===== src/rtl/fpdiv.sv =====
// Iterative floating-point divider: restoring mantissa division, one quotient bit per clock,
// round-to-nearest-even with flush-to-zero. Special operands finish in a single busy cycle.
module fpdiv #(
  parameter int unsigned LOG_BIT = 5,
  parameter int unsigned EXP_BIT = 8,
  parameter int unsigned N_BIT   = 1 << LOG_BIT,
  parameter int unsigned MAN_BIT = N_BIT - EXP_BIT - 1
) (
  input  logic             clk,
  input  logic             rst,
  input  logic             start,
  input  logic [N_BIT-1:0] a,
  input  logic [N_BIT-1:0] b,
  output logic [N_BIT-1:0] out,
  output logic             ready
);

  localparam int unsigned QB   = MAN_BIT + 3;
  localparam int unsigned RW   = MAN_BIT + 2;
  localparam int unsigned EW   = EXP_BIT + 2;
  localparam int unsigned CW   = $clog2(QB);
  localparam int          BIAS = (1 << (EXP_BIT - 1)) - 1;
  localparam logic signed [EW-1:0] EMAX = EW'((1 << EXP_BIT) - 1);

  typedef enum logic [1:0] {StIdle, StSpec, StDiv, StRnd} state_e;

  state_e                  state_q;
  logic [RW-1:0]           r_q;
  logic [MAN_BIT:0]        d_q;
  logic [QB-1:0]           q_q;
  logic [CW-1:0]           cnt_q;
  logic signed [EW-1:0]    e_q;
  logic                    sgn_q;
  logic [N_BIT-1:0]        spec_q;

  // Operand decode straight from the inputs; only used in the cycle start is accepted.
  logic [EXP_BIT-1:0] ea, eb;
  logic [MAN_BIT-1:0] ma, mb;
  logic               a_nan, a_inf, a_zero, b_nan, b_inf, b_zero, special, sgn;
  logic [N_BIT-1:0]   spec_res;
  logic signed [EW-1:0] e_init;

  assign ea      = a[N_BIT-2 -: EXP_BIT];
  assign eb      = b[N_BIT-2 -: EXP_BIT];
  assign ma      = a[MAN_BIT-1:0];
  assign mb      = b[MAN_BIT-1:0];
  assign a_nan   = (&ea) && (|ma);
  assign a_inf   = (&ea) && !(|ma);
  assign a_zero  = (ea == '0);
  assign b_nan   = (&eb) && (|mb);
  assign b_inf   = (&eb) && !(|mb);
  assign b_zero  = (eb == '0);
  assign special = a_nan | a_inf | a_zero | b_nan | b_inf | b_zero;
  assign sgn     = a[N_BIT-1] ^ b[N_BIT-1];
  assign e_init  = $signed({2'b00, ea}) - $signed({2'b00, eb}) + EW'(BIAS);

  always_comb begin
    spec_res = '0;
    if (a_nan || b_nan || (a_zero && b_zero) || (a_inf && b_inf)) begin
      spec_res = {sgn, {EXP_BIT{1'b1}}, 1'b1, {(MAN_BIT-1){1'b0}}};
    end else if (a_inf || b_zero) begin
      spec_res = {sgn, {EXP_BIT{1'b1}}, {MAN_BIT{1'b0}}};
    end else begin
      spec_res = {sgn, {(N_BIT-1){1'b0}}};
    end
  end

  // One restoring-division step.
  logic          ge;
  logic [RW-1:0] r_sub, r_next;

  always_comb begin
    ge     = (r_q >= {1'b0, d_q});
    r_sub  = ge ? (r_q - {1'b0, d_q}) : r_q;
    r_next = r_sub << 1;
  end

  // Normalise, round to nearest even, then range-check the final exponent.
  logic [MAN_BIT-1:0]   frac;
  logic                 guard, sticky, rnd_up;
  logic [MAN_BIT:0]     frac_sum;
  logic signed [EW-1:0] e_adj, e_fin;
  logic [N_BIT-1:0]     rnd_res;

  always_comb begin
    if (q_q[QB-1]) begin
      frac   = q_q[QB-2:2];
      guard  = q_q[1];
      sticky = q_q[0] | (|r_q);
      e_adj  = e_q;
    end else begin
      frac   = q_q[QB-3:1];
      guard  = q_q[0];
      sticky = |r_q;
      e_adj  = e_q - $signed(EW'(1));
    end
    rnd_up   = guard & (sticky | frac[0]);
    frac_sum = {1'b0, frac} + {{MAN_BIT{1'b0}}, rnd_up};
    // A carry out leaves the fraction wrapped to zero, which is the correct mantissa.
    e_fin    = e_adj + $signed({{(EW-1){1'b0}}, frac_sum[MAN_BIT]});
    rnd_res  = '0;
    if (e_fin >= EMAX) begin
      rnd_res = {sgn_q, {EXP_BIT{1'b1}}, {MAN_BIT{1'b0}}};
    end else if (e_fin[EW-1] || (e_fin == '0)) begin
      rnd_res = {sgn_q, {(N_BIT-1){1'b0}}};
    end else begin
      rnd_res = {sgn_q, e_fin[EXP_BIT-1:0], frac_sum[MAN_BIT-1:0]};
    end
  end

  always_ff @(posedge clk or posedge rst) begin
    if (rst) begin
      state_q <= StIdle;
      ready   <= 1'b1;
      out     <= '0;
      r_q     <= '0;
      d_q     <= '0;
      q_q     <= '0;
      cnt_q   <= '0;
      e_q     <= '0;
      sgn_q   <= 1'b0;
      spec_q  <= '0;
    end else begin
      unique case (state_q)
        StIdle: begin
          if (start) begin
            ready <= 1'b0;
            sgn_q <= sgn;
            if (special) begin
              spec_q  <= spec_res;
              state_q <= StSpec;
            end else begin
              r_q     <= {2'b01, ma};
              d_q     <= {1'b1, mb};
              q_q     <= '0;
              cnt_q   <= '0;
              e_q     <= e_init;
              state_q <= StDiv;
            end
          end
        end
        StSpec: begin
          out     <= spec_q;
          ready   <= 1'b1;
          state_q <= StIdle;
        end
        StDiv: begin
          r_q   <= r_next;
          q_q   <= {q_q[QB-2:0], ge};
          cnt_q <= cnt_q + 1'b1;
          if (cnt_q == CW'(QB - 1)) begin
            state_q <= StRnd;
          end
        end
        StRnd: begin
          out     <= rnd_res;
          ready   <= 1'b1;
          state_q <= StIdle;
        end
        default: state_q <= StIdle;
      endcase
    end
  end

endmodule

===== config.mk =====
export PLATFORM = sky130hd
export DESIGN_NAME = fpdiv
export DESIGN_NICKNAME = d
export VERILOG_FILES = /design/src/rtl/fpdiv.sv
export SDC_FILE = /design/constraint.sdc
export NUM_CORES = 1
export LEC_CHECK = 0
export CAP_MARGIN = 10
export CORE_MARGIN = 3
export CORE_UTILIZATION = 50
export CTS_BUF_LIST = sky130_fd_sc_hd__clkbuf_2 sky130_fd_sc_hd__clkbuf_4 sky130_fd_sc_hd__clkbuf_8
export DETAILED_ROUTE_END_ITERATION = 8
export GPL_TIMING_DRIVEN = 0
export PLACE_DENSITY = 0.81
export SYNTH_ARGS = -nofsm -noshare
export SYNTH_HDL_FRONTEND = slang
export SYNTH_SLANG_ARGS = --single-unit

===== constraint.sdc =====
create_clock -name clk -period 6.1 [get_ports clk]
set_input_delay 1.22 -clock clk [delete_from_list [all_inputs] [get_ports clk]]
set_output_delay 1.22 -clock clk [all_outputs]
set_load 0.005 [all_outputs]

==> impl_results.md, run 1 <==
- Status: complete, no violations
- CP Max Fanout: 10
- Gr usage total: 25.24%
- Critical Path End: out[20]$_DFFE_PP0P_
- # nets final: 1253
- R2r endpoint: out[20]$_DFFE_PP0P_
- Largest net degree at the start of global routing: 94
- Gr ovfl total: 0
- Skew-Pair Late Insertion Delay: 0.46 ns
- Syn nets: 1134
- Initial cell density of the core: 51.67%
- Hold Path Stages: 2
- Ys Warns: 0
- Via/cell ratio: roughly 6.1
- Worst Hold Class: reg -> reg
- Power Internal: between 3 and 4 mW
- Reg-to-Reg Start: q_q[25]$_DFFE_PP0P_
- Wire per inst: 18.15 µm
- Maximum clock rate: 187.6 MHz
- Power Dens Cells: 558.3 nW/µm²
- CTS root buf: clkbuf_8
- Post-Synthesis Cells: a little over 1k
- Part of the power in combinational logic: about three fifths
- DR iter-0 viols: 753
- Pre-CTS setup slack: 1.041 ns
- Sequential cell area fraction in the yosys report: 35.64%
- Yosys reg bits: approximately 130
- Register share of total power: 26.4%
- Initial antenna violation count: 0
- N_diodes: 0
- Final WL: around 25000 µm
- I/O pin total: 100
- Max VDD drop: 0.0004116 V
- Crit Path Category: reg -> reg
- Sink Count: ~130
- Gpl congestion: 0.9328
- Post-route cell area: 10790 µm²
- Post-synth cell types: 77
- Vias in the first global route: 8171
- Arr. time, crit path: 5.70 ns
- # port buffers: 99
- Most common cell after layout, fill and taps aside: dfrtp_1
- Worst setup path startpoint: q_q[25]$_DFFE_PP0P_
- Switching part of the total: a little under half
- CTS tree: done
- First-pass GRT wire length: between 40000 and 50000 µm
- DRC errors left: 0
- Post-CTS Resized: 0
- Worst reg2reg path depth: 15
- Actual slew at the worst max-slew pin: 0.8628 ns
- Number of max-cap violations: 0
- CP endpoint kind: flop
- Site Rows: 48
- Worst endpoint required time: 6.47 ns
- Worst-case clock buffer depth: 2
- Via count: roughly 8.5k
- Antenna Nets Post-Route: 0
- Relative slew slack: 41.95%
- Die H: 140.6 µm
- H-tree levels: 4
- Die ar.: a little under 20000 µm²
- Share of cells above drive strength 1: about a tenth
- CTS Buf Count: 17
- Clock skew: approximately 0.012 ns
- Crit start category: flop
- RSZ-0062 raised after global routing: false
- Chip width: between 100 and 150 µm
- Clock group share of total power: 13.1%
- EDFF count, synth: 0
- Synthesis-to-finish area growth: 19.10%
- Flop-to-flop setup slack: roughly 0.77 ns
- Clock-pin slew on the worst setup and hold paths: 0.07 ns
- Overall power: 6.025 mW
- Switch Pwr: 2.712 mW
- Final hold violation count: 0
- Post-CTS Setup Bufs: 0
- Synthesized area per cell: 8.832 µm²
- Tmin final: 5.332 ns
- First-pass DRT Iterations: 5
- Ys flop type: dfrtp_1
- Core ar.: 17540 µm²
- Final worst slack: approximately 0.77 ns
- Synth Cell Area: 9061 µm²
- Post-synthesis async set-or-reset flop share: between 90% and 100%
- Slew Limit Fails: 0
- Placed Area: 10370 µm²
- Leakage power: 4.651 nW
- CTS Hold Bufs: 0
- Commonest non-fill, non-tap cells in the layout: dfrtp_1 (128), nand2_1 (115), clkdlybuf4s50_1 (99)
- Final Setup Violations: 0
- Post-DP HPWL: 18630 µm
- Crit share post-route: 87.40%
## critical path: stages (launching register included)
cell and delay [ns]:
dfrtp_1 0.42, buf_2 0.29, buf_2 0.30, buf_1 0.57
clkbuf_1 0.46, buf_1 0.59, mux2_2 0.29, ha_1 0.21
nand3_1 0.13, a211oi_2 0.39, nand4b_1 0.30, nor3_2 0.44
and3_1 0.31, a211oi_1 0.10, a31o_2 0.25, o32ai_2 0.18
## logic make-up after synthesis
| kind of cell | after synthesis | share of synthesized area (%) |
|---|---|---|
| multiplexers | 78 | 9.265 |
| XOR/XNOR | 51 | 4.930 |
| buffers and inverters | 126 | 5.579 |
| adder cells (fa/ha/maj) | 41 | 5.827 |
| flip-flops | 129 | 35.64 |
| AO/OA/AOI/OAI | 261 | 19.79 |
| AND/OR/NAND/NOR | 340 | 18.97 |
## Yosys cell counts (all sizes together), types with 15 or more instances
master | count | area [µm²]
dfrtp | 128 | 3203
nand2 | 115 | 431.7
inv | 73 | 274.0
o21ai | 60 | 300.3
a21oi | 59 | 295.3
nor2 | 57 | 214.0
nand3 | 51 | 255.2
mux2 | 47 | 529.3
ha | 39 | 488.0
xnor2 | 33 | 289.0
clkbuf | 32 | 121.4
mux2i | 31 | 310.3
nor4 | 22 | 158.9
buf | 21 | 110.1
o2bb2ai | 21 | 183.9
xor2 | 18 | 157.7
nor3 | 17 | 105.1
nand4 | 15 | 93.84
nor2b | 15 | 93.84
## final cells by class
type                       instances  area (µm²)
buffer                            53       231.5
clock buffer                      26       320.3
clock inverter                     6       105.1
fill                            1497        6745
inverter                          73       279.0
multi-input combinational        771        5326
sequential                       129        3229
tap                              225       281.5
timing repair buffer             100        1018
## how the worst min path moves through the flow
| stage | from | to | slack (ns) |
|---|---|---|---|
| final | d_q[23]$_DFFE_PP0P_ | d_q[23]$_DFFE_PP0P_ | 0.45 |
| after global routing | d_q[23]$_DFFE_PP0P_ | d_q[23]$_DFFE_PP0P_ | 0.48 |
| after CTS | d_q[23]$_DFFE_PP0P_ | d_q[23]$_DFFE_PP0P_ | 0.46 |
| after detailed placement | d_q[23]$_DFFE_PP0P_ | d_q[23]$_DFFE_PP0P_ | 0.44 |
| after global placement | d_q[23]$_DFFE_PP0P_ | d_q[23]$_DFFE_PP0P_ | 0.43 |
| after floorplan | d_q[23]$_DFFE_PP0P_ | d_q[23]$_DFFE_PP0P_ | 0.42 |
## sequential cells by signal, summed over array words and instances, names as in the netlist
register,flops
e_q,10
q_q,26
out,32
r_q,25
cnt_q,5
sgn_q,1
d_q,24
spec_q,3
state_q,2
ready,1
## per-layer routing
metal	global-route usage, %	share of wire, %	vias up
met3	5.360	7.0	52
met1	33.41	43	4087
li1	-	-	3958
met4	9.383	2.7	0
met5	0	0	-
met2	40.90	47	363
## through the flow
stage / utilization [%] / setup TNS, ns / hold WS, ns / std cells
after CTS: 61.54 / 0 / 0.4583 / 1383
after floorplan: - / 0 / 0.4175 / 1026
after global routing: 61.54 / 0 / 0.4796 / 1383
after global placement: 58.93 / -30.71 / 0.4313 / 1350
after detailed placement: 59.11 / 0 / 0.4415 / 1351
final: 61.54 / 0 / 0.4550 / 1383
## power by group through the flow
stage	Sequential (mW)	Clock, mW	Combinational (mW)
6_report	1.59	0.790	3.65
5_1_grt	1.63	0.844	4.01
4_1_cts	1.57	0.801	3.60
3_5_place_dp	1.58	0	3.54
3_3_place_gp	1.57	0	3.45
2_1_floorplan	1.49	0	2.68
No activity file was read; power rests on OpenSTA's default activity.
==> inputs of run 2 (changes only) <==
- SKIP_CTS_REPAIR_TIMING: default -> 1
==> results of run 2 <==
The final DEF is identical to that of run 1; final timing and power are the same.
